--- src/rtl/cu_pkg.sv ---
`default_nettype none
// ============================================================================
//  Module      : cu_pkg
//  Description : Shared constants and types for the multi-cycle control unit:
//                opcodes, ALUOp / ALUSrcB / PCSource codes, state encodings
//                and the packed control vector.
//  Revision    : 1.0 - initial release
// ============================================================================
package cu_pkg;

  localparam int OPCODE_W = 6;
  localparam int ALUOP_W  = 3;
  localparam int STATE_W  = 4;

  // Opcodes (IR[31:26])
  localparam logic [5:0] OP_RTYPE = 6'b000000;
  localparam logic [5:0] OP_LW    = 6'b100011;
  localparam logic [5:0] OP_SW    = 6'b101011;
  localparam logic [5:0] OP_BEQ   = 6'b000100;
  localparam logic [5:0] OP_J     = 6'b000010;
  localparam logic [5:0] OP_ADDI  = 6'b001000;
  localparam logic [5:0] OP_ANDI  = 6'b001100;
  localparam logic [5:0] OP_ORI   = 6'b001101;
  localparam logic [5:0] OP_SLTI  = 6'b001010;

  // ALUOp codes to the ALU control
  localparam logic [2:0] ALUOP_ADD   = 3'b000;
  localparam logic [2:0] ALUOP_SUB   = 3'b001;
  localparam logic [2:0] ALUOP_FUNCT = 3'b010;
  localparam logic [2:0] ALUOP_AND   = 3'b011;
  localparam logic [2:0] ALUOP_OR    = 3'b100;
  localparam logic [2:0] ALUOP_SLT   = 3'b101;

  // ALU B-operand select
  localparam logic [1:0] SRCB_REG    = 2'b00;
  localparam logic [1:0] SRCB_FOUR   = 2'b01;
  localparam logic [1:0] SRCB_IMM    = 2'b10;
  localparam logic [1:0] SRCB_IMM_SH = 2'b11;

  // PC source select
  localparam logic [1:0] PCSRC_ALU    = 2'b00;
  localparam logic [1:0] PCSRC_ALUOUT = 2'b01;
  localparam logic [1:0] PCSRC_JUMP   = 2'b10;

  // FSM state encodings (13 of 16 used; the rest recover to FETCH)
  localparam logic [3:0] S_FETCH    = 4'd0;
  localparam logic [3:0] S_DECODE   = 4'd1;
  localparam logic [3:0] S_MEM_ADDR = 4'd2;
  localparam logic [3:0] S_MEM_RD   = 4'd3;
  localparam logic [3:0] S_MEM_WB   = 4'd4;
  localparam logic [3:0] S_MEM_WR   = 4'd5;
  localparam logic [3:0] S_EXEC     = 4'd6;
  localparam logic [3:0] S_ALU_WB   = 4'd7;
  localparam logic [3:0] S_IMM_EXEC = 4'd8;
  localparam logic [3:0] S_IMM_WB   = 4'd9;
  localparam logic [3:0] S_BRANCH   = 4'd10;
  localparam logic [3:0] S_JUMP     = 4'd11;
  localparam logic [3:0] S_TRAP     = 4'd12;

  // Full control vector driven toward the datapath
  typedef struct packed {
    logic       pc_write;
    logic       pc_write_cond;
    logic       i_or_d;
    logic       mem_read;
    logic       mem_write;
    logic       ir_write;
    logic       mem_to_reg;
    logic       reg_write;
    logic       reg_dst;
    logic       alu_src_a;
    logic [1:0] alu_src_b;
    logic [1:0] pc_source;
    logic [2:0] alu_op;
    logic       instr_done;
    logic       illegal_op;
  } ctrl_t;

  // ALUOp for the immediate-ALU group; addi and anything unexpected add
  function automatic logic [2:0] imm_alu_op(input logic [5:0] op);
    case (op)
      OP_ANDI: imm_alu_op = ALUOP_AND;
      OP_ORI:  imm_alu_op = ALUOP_OR;
      OP_SLTI: imm_alu_op = ALUOP_SLT;
      default: imm_alu_op = ALUOP_ADD;
    endcase
  endfunction

endpackage
`default_nettype wire

--- src/rtl/cu_output_decode.sv ---
`default_nettype none
// ============================================================================
//  Module      : cu_output_decode
//  Description : Moore output decode: maps the current state (plus the opcode
//                in IMM_EXEC and the memory handshake qualifiers) onto the
//                control vector. Every field defaults to 0.
//  Revision    : 1.0 - initial release
// ============================================================================
module cu_output_decode
  import cu_pkg::*;
(
  input  logic [3:0] state,
  input  logic [5:0] opcode,
  input  logic       mem_ready,
  output ctrl_t      ctrl
);

  // Per-state control assertions; unlisted fields and unknown states stay 0
  always_comb begin
    ctrl = '0;
    case (state)
      S_FETCH: begin
        // Keep reading until memory answers; latch IR and bump PC only then
        ctrl.mem_read  = 1'b1;
        ctrl.alu_src_b = SRCB_FOUR;
        ctrl.alu_op    = ALUOP_ADD;
        ctrl.ir_write  = mem_ready;
        ctrl.pc_write  = mem_ready;
      end
      S_DECODE: begin
        // Precompute the branch target while registers are read
        ctrl.alu_src_b = SRCB_IMM_SH;
        ctrl.alu_op    = ALUOP_ADD;
      end
      S_MEM_ADDR: begin
        ctrl.alu_src_a = 1'b1;
        ctrl.alu_src_b = SRCB_IMM;
        ctrl.alu_op    = ALUOP_ADD;
      end
      S_MEM_RD: begin
        ctrl.mem_read = 1'b1;
        ctrl.i_or_d   = 1'b1;
      end
      S_MEM_WB: begin
        ctrl.reg_write  = 1'b1;
        ctrl.mem_to_reg = 1'b1;
        ctrl.instr_done = 1'b1;
      end
      S_MEM_WR: begin
        // The store finishes in the cycle memory accepts it
        ctrl.mem_write  = 1'b1;
        ctrl.i_or_d     = 1'b1;
        ctrl.instr_done = mem_ready;
      end
      S_EXEC: begin
        ctrl.alu_src_a = 1'b1;
        ctrl.alu_src_b = SRCB_REG;
        ctrl.alu_op    = ALUOP_FUNCT;
      end
      S_ALU_WB: begin
        ctrl.reg_write  = 1'b1;
        ctrl.reg_dst    = 1'b1;
        ctrl.instr_done = 1'b1;
      end
      S_IMM_EXEC: begin
        ctrl.alu_src_a = 1'b1;
        ctrl.alu_src_b = SRCB_IMM;
        ctrl.alu_op    = imm_alu_op(opcode);
      end
      S_IMM_WB: begin
        ctrl.reg_write  = 1'b1;
        ctrl.instr_done = 1'b1;
      end
      S_BRANCH: begin
        ctrl.alu_src_a     = 1'b1;
        ctrl.alu_src_b     = SRCB_REG;
        ctrl.alu_op        = ALUOP_SUB;
        ctrl.pc_write_cond = 1'b1;
        ctrl.pc_source     = PCSRC_ALUOUT;
        ctrl.instr_done    = 1'b1;
      end
      S_JUMP: begin
        ctrl.pc_write   = 1'b1;
        ctrl.pc_source  = PCSRC_JUMP;
        ctrl.instr_done = 1'b1;
      end
      S_TRAP: begin
        // PC was already advanced in FETCH; just flag and move on
        ctrl.illegal_op = 1'b1;
      end
      default: ctrl = '0;
    endcase
  end

endmodule
`default_nettype wire

--- src/rtl/multicycle_control_unit.sv ---
`default_nettype none
// ============================================================================
//  Module      : multicycle_control_unit
//  Description : Moore FSM sequencing one MIPS instruction over several
//                cycles. Holds the state register and next-state logic; the
//                control vector comes from cu_output_decode and is forced to
//                0 while reset is asserted.
//  Revision    : 1.0 - initial release
// ============================================================================
module multicycle_control_unit
  import cu_pkg::*;
#(
  parameter int OPCODE_W = cu_pkg::OPCODE_W,
  parameter int ALUOP_W  = cu_pkg::ALUOP_W
) (
  input  logic                clk,
  input  logic                rst_n,
  input  logic [OPCODE_W-1:0] Opcode,
  input  logic                mem_ready,
  output logic                PCWrite,
  output logic                PCWriteCond,
  output logic                IorD,
  output logic                MemRead,
  output logic                MemWrite,
  output logic                IRWrite,
  output logic                MemToReg,
  output logic                RegWrite,
  output logic                RegDst,
  output logic                ALUSrcA,
  output logic [1:0]          ALUSrcB,
  output logic [1:0]          PCSource,
  output logic [ALUOP_W-1:0]  ALUOp,
  output logic                instr_done,
  output logic                illegal_op
);

  logic [3:0] state;
  logic [3:0] state_next;
  ctrl_t      ctrl_raw;
  ctrl_t      ctrl;

  // State register; reset returns to FETCH and abandons any instruction
  always_ff @(posedge clk) begin
    if (!rst_n) begin
      state <= S_FETCH;
    end else begin
      state <= state_next;
    end
  end

  // Next-state logic with memory-ready stalls and opcode dispatch
  always_comb begin
    state_next = S_FETCH;
    case (state)
      S_FETCH:    state_next = mem_ready ? S_DECODE : S_FETCH;
      S_DECODE: begin
        case (Opcode)
          OP_LW, OP_SW:                     state_next = S_MEM_ADDR;
          OP_RTYPE:                         state_next = S_EXEC;
          OP_BEQ:                           state_next = S_BRANCH;
          OP_J:                             state_next = S_JUMP;
          OP_ADDI, OP_ANDI, OP_ORI, OP_SLTI: state_next = S_IMM_EXEC;
          default:                          state_next = S_TRAP;
        endcase
      end
      S_MEM_ADDR: state_next = (Opcode == OP_LW) ? S_MEM_RD : S_MEM_WR;
      S_MEM_RD:   state_next = mem_ready ? S_MEM_WB : S_MEM_RD;
      S_MEM_WB:   state_next = S_FETCH;
      S_MEM_WR:   state_next = mem_ready ? S_FETCH : S_MEM_WR;
      S_EXEC:     state_next = S_ALU_WB;
      S_ALU_WB:   state_next = S_FETCH;
      S_IMM_EXEC: state_next = S_IMM_WB;
      S_IMM_WB:   state_next = S_FETCH;
      S_BRANCH:   state_next = S_FETCH;
      S_JUMP:     state_next = S_FETCH;
      S_TRAP:     state_next = S_FETCH;
      default:    state_next = S_FETCH;
    endcase
  end

  cu_output_decode u_output_decode (
    .state     (state),
    .opcode    (Opcode),
    .mem_ready (mem_ready),
    .ctrl      (ctrl_raw)
  );

  // Gate every strobe off while reset is held so no write escapes
  always_comb begin
    ctrl = rst_n ? ctrl_raw : '0;
  end

  assign PCWrite     = ctrl.pc_write;
  assign PCWriteCond = ctrl.pc_write_cond;
  assign IorD        = ctrl.i_or_d;
  assign MemRead     = ctrl.mem_read;
  assign MemWrite    = ctrl.mem_write;
  assign IRWrite     = ctrl.ir_write;
  assign MemToReg    = ctrl.mem_to_reg;
  assign RegWrite    = ctrl.reg_write;
  assign RegDst      = ctrl.reg_dst;
  assign ALUSrcA     = ctrl.alu_src_a;
  assign ALUSrcB     = ctrl.alu_src_b;
  assign PCSource    = ctrl.pc_source;
  assign ALUOp       = ctrl.alu_op;
  assign instr_done  = ctrl.instr_done;
  assign illegal_op  = ctrl.illegal_op;

endmodule
`default_nettype wire
--- config.mk ---
export PLATFORM = sky130hd
export DESIGN_NAME = multicycle_control_unit
export DESIGN_NICKNAME = d
export VERILOG_FILES = /design/src/rtl/cu_pkg.sv /design/src/rtl/cu_output_decode.sv /design/src/rtl/multicycle_control_unit.sv
export SDC_FILE = /design/constraint.sdc
export NUM_CORES = 1
export LEC_CHECK = 0
export ABC_CLOCK_PERIOD_IN_PS = 1700
export BUFFER_PORTS_ARGS = -buffer_cell sky130_fd_sc_hd__buf_2
export CORE_MARGIN = 4
export CORE_UTILIZATION = 40
export CTS_CLUSTER_SIZE = 30
export DETAILED_ROUTE_END_ITERATION = 12
export PLACE_DENSITY = 0.68
export SLEW_MARGIN = 10
export SYNTH_ARGS = -nofsm -noshare
export SYNTH_HDL_FRONTEND = slang
export SYNTH_SLANG_ARGS = --single-unit
--- constraint.sdc ---
create_clock -name clk -period 1.7 [get_ports clk]
set_clock_uncertainty 0.2 [all_clocks]
set_input_delay 0.085 -clock clk [delete_from_list [all_inputs] [get_ports clk]]
set_output_delay 0.085 -clock clk [all_outputs]
set_load 0.01 [all_outputs]
==> reports/results.ini <==
[grt]
grtUsageTotal_pct=17.1
grt_max_degree=14
grt_antenna_before_repair=0
grt.overflow.total=0
grt_pass1_vias=796
grt_pass1_wl_um=3410

[worst_setup_path]
r2r_slack_ns=0.17
rr_startpoint=state[1]
startpoint=state[0]
endpoint_kind=primary output
r2r-end=state[1]
critPathRequiredTime_ns=1.41
critPathArrivalTime_ns=1.36
r2r_cells=5
critPathMaxFanout=8
startpoint_type=flip-flop
crit_type=flip-flop to primary output

[cells_and_area]
fin_util_pct=61.9
top_register=state
top_regs=state (4)
finalNetCount=142
areaGrowthSynthToFinish_pct=42.8
n_antenna_cell=0
largest_reg_flops=4
design_area_sq_um=965
final_layout_size_suffix_gt1_share_pct=48.1

[detailed_routing]
route.detailed.drc=0
via_count=858
drt_wl_total_um=2020
ant_nets=0
viasPerCell=5.84
wl_per_cell_um=13.8
firstDrtPassIters=4
drt-initial-drc-count=13

[placed_design]
portBuffers=27
dp_hpwl_um=1530
placed_area_sq_um=837
gp_congestion=0.851

[floorplanning]
initial_utilization_pct=43.3
pin_count=28
die_area_sq_um=2410
die_h_um=49.1
core_sq_um=1560
die_w_um=49.1
placementRows=14

[synthesis]
synth.distinct_cells=38
synth-edff-count=0
ys_ff_latch=4
synth_top_area_cell=dfxtp_1
netlist_instances=95
synth_async_sr_flop_share_pct=0
postSynthAreaPerCell_sq_um=7.11
synth_nets=104
synthTopCellsByCount=nand2_1, nor2_1, a21oi_1
synth_top_area_share_pct=11.9
yosysWarnings=0
syn_area_sq_um=676
synth.area.top_cells=dfxtp_1, buf_6, nand2_1, nor2_1, and3_1
synthFlopType=dfxtp_1
synth-seq-area-share_pct=11.9

[pwr]
p_leak_nw=0.439
cellPowerDensity_nw_per_um2=912
vdd_drop_max_mv=0.581

[timing]
period_minus_slack_ns=1.64
setup_viol=0
fin_setup_tns_ns=0
hold_viol_final=0
rsz0062_at_grt=no
hold_slack_ns=0.0280
drv_slew=0
timing.fmax_mhz=609
relSlewSlack_pct=73.0
period_share_pct=96.7
worst_pin_slew_ns=0.394

[cts]
cts_tree=built
clockBufferDepth=2
cts.reportedPaths.clkPinSlew_ns=0.04
clock-root-buffer=clkbuf_4
clkLatencyLatePin_ns=0.23
hold_buffers=0
h-tree-depth=1
cts_buffers=3
cts_sinks=4

[worst_hold_path]
min_from=rst_n
hold_path_class=primary input to flip-flop
hold_end=state[3]
whs_path_depth=3

[run]
max_cap_viol_count=0

[status]
outcome=finished, final reports clean

-- cells by family (layout without fill, tap and decap cells) --
family / after synthesis / in the layout / synth area share [%]
flip-flops: 4 / 4 / 11.9
XOR/XNOR: 3 / 3 / 3.89
multiplexers: 1 / 1 / 1.48
AO/OA/AOI/OAI: 25 / 25 / 28.3
buffers and inverters: 9 / 45 / 10.2
AND/OR/NAND/NOR: 53 / 53 / 44.3
-- where the power goes --
part | switching (mW) | leakage, nW | internal, mW
combinational | 0.307 | 0.390 | 0.283
sequential | 0.0488 | 0.0353 | 0.126
clock | 0.0360 | 0.0138 | 0.0788
-- layout by cell type, fill, tap and decap left out, types with 2 or more instances in the layout --
cell | synthesis | routed
nand3_1 | 2 | 2
and3_1 | 5 | 3
a21oi_1 | 6 | 5
buf_4 | 1 | 11
o21ai_0 | 4 | 4
xnor2_1 | 3 | 2
nor3_1 | 4 | 2
nor4_1 | 3 | 3
dfxtp_4 | 0 | 3
inv_1 | 2 | 2
buf_2 | 1 | 27
clkbuf_4 | 0 | 3
o21bai_1 | 3 | 3
nor3_2 | 0 | 2
nand2_1 | 9 | 9
o32ai_1 | 2 | 2
and2_1 | 3 | 2
nor2_1 | 9 | 9
and3_4 | 0 | 2
nor2b_1 | 5 | 4
nand2b_1 | 5 | 4
-- final cells by class --
cell class	count	area [sq um]
Clock buffer	3	22.5
Fill cell	146	594
Inverter	2	7.51
Multi-Input combinational cell	82	588
Sequential cell	4	92.6
Tap cell	16	20.0
Timing Repair Buffer	40	234
-- worst max-delay path, cell delays in order (launching register included) --
cell     delay (ns)
dfxtp_4        0.38
nor2_1         0.06
and2_4         0.16
and3_4         0.17
or2_1          0.22
buf_2          0.14
-- worst max-delay path by stage --
stage,end,slack [ns],cells after the start
floorplan,PCWrite,0.27,5
global placement,PCWrite,0.11,5
detailed placement,PCWrite,0.08,5
CTS,ALUOp[2],0.005,5
global route,ALUSrcB[1],0.0003,6
finish,PCWrite,0.06,5
-- per-layer routing --
| layer | vias up | share of wire, % | track usage (%) |
|---|---|---|---|
| li1 | 425 | - | - |
| met1 | 396 | 45 | 22.4 |
| met2 | 37 | 49 | 27.2 |
| met3 | 0 | 6.5 | 2.45 |
| met4 | 0 | 0 | 8.06 |
| met5 | - | 0 | 0 |
-- through the flow --
stage | total power, mW | worst slack, ns | instances
2_1_floorplan | 0.498 | 0.274 | 95
3_3_place_gp | 0.657 | 0.110 | 140
3_5_place_dp | 0.663 | 0.0818 | 140
4_1_cts | 0.804 | 0.00471 | 144
5_1_grt | 0.950 | 0.000273 | 147
6_report | 0.879 | 0.0569 | 147
-- repair_timing --
| item | CTS | global route |
|---|---|---|
| gates resized for setup | 9 | 12 |
| buffers inserted | 1 | 3 |
| pin swaps | 1 | 3 |
| setup endpoints to repair | 9 | 7 |
| gates cloned | 0 | 0 |
(Power assumes the default switching activity.)
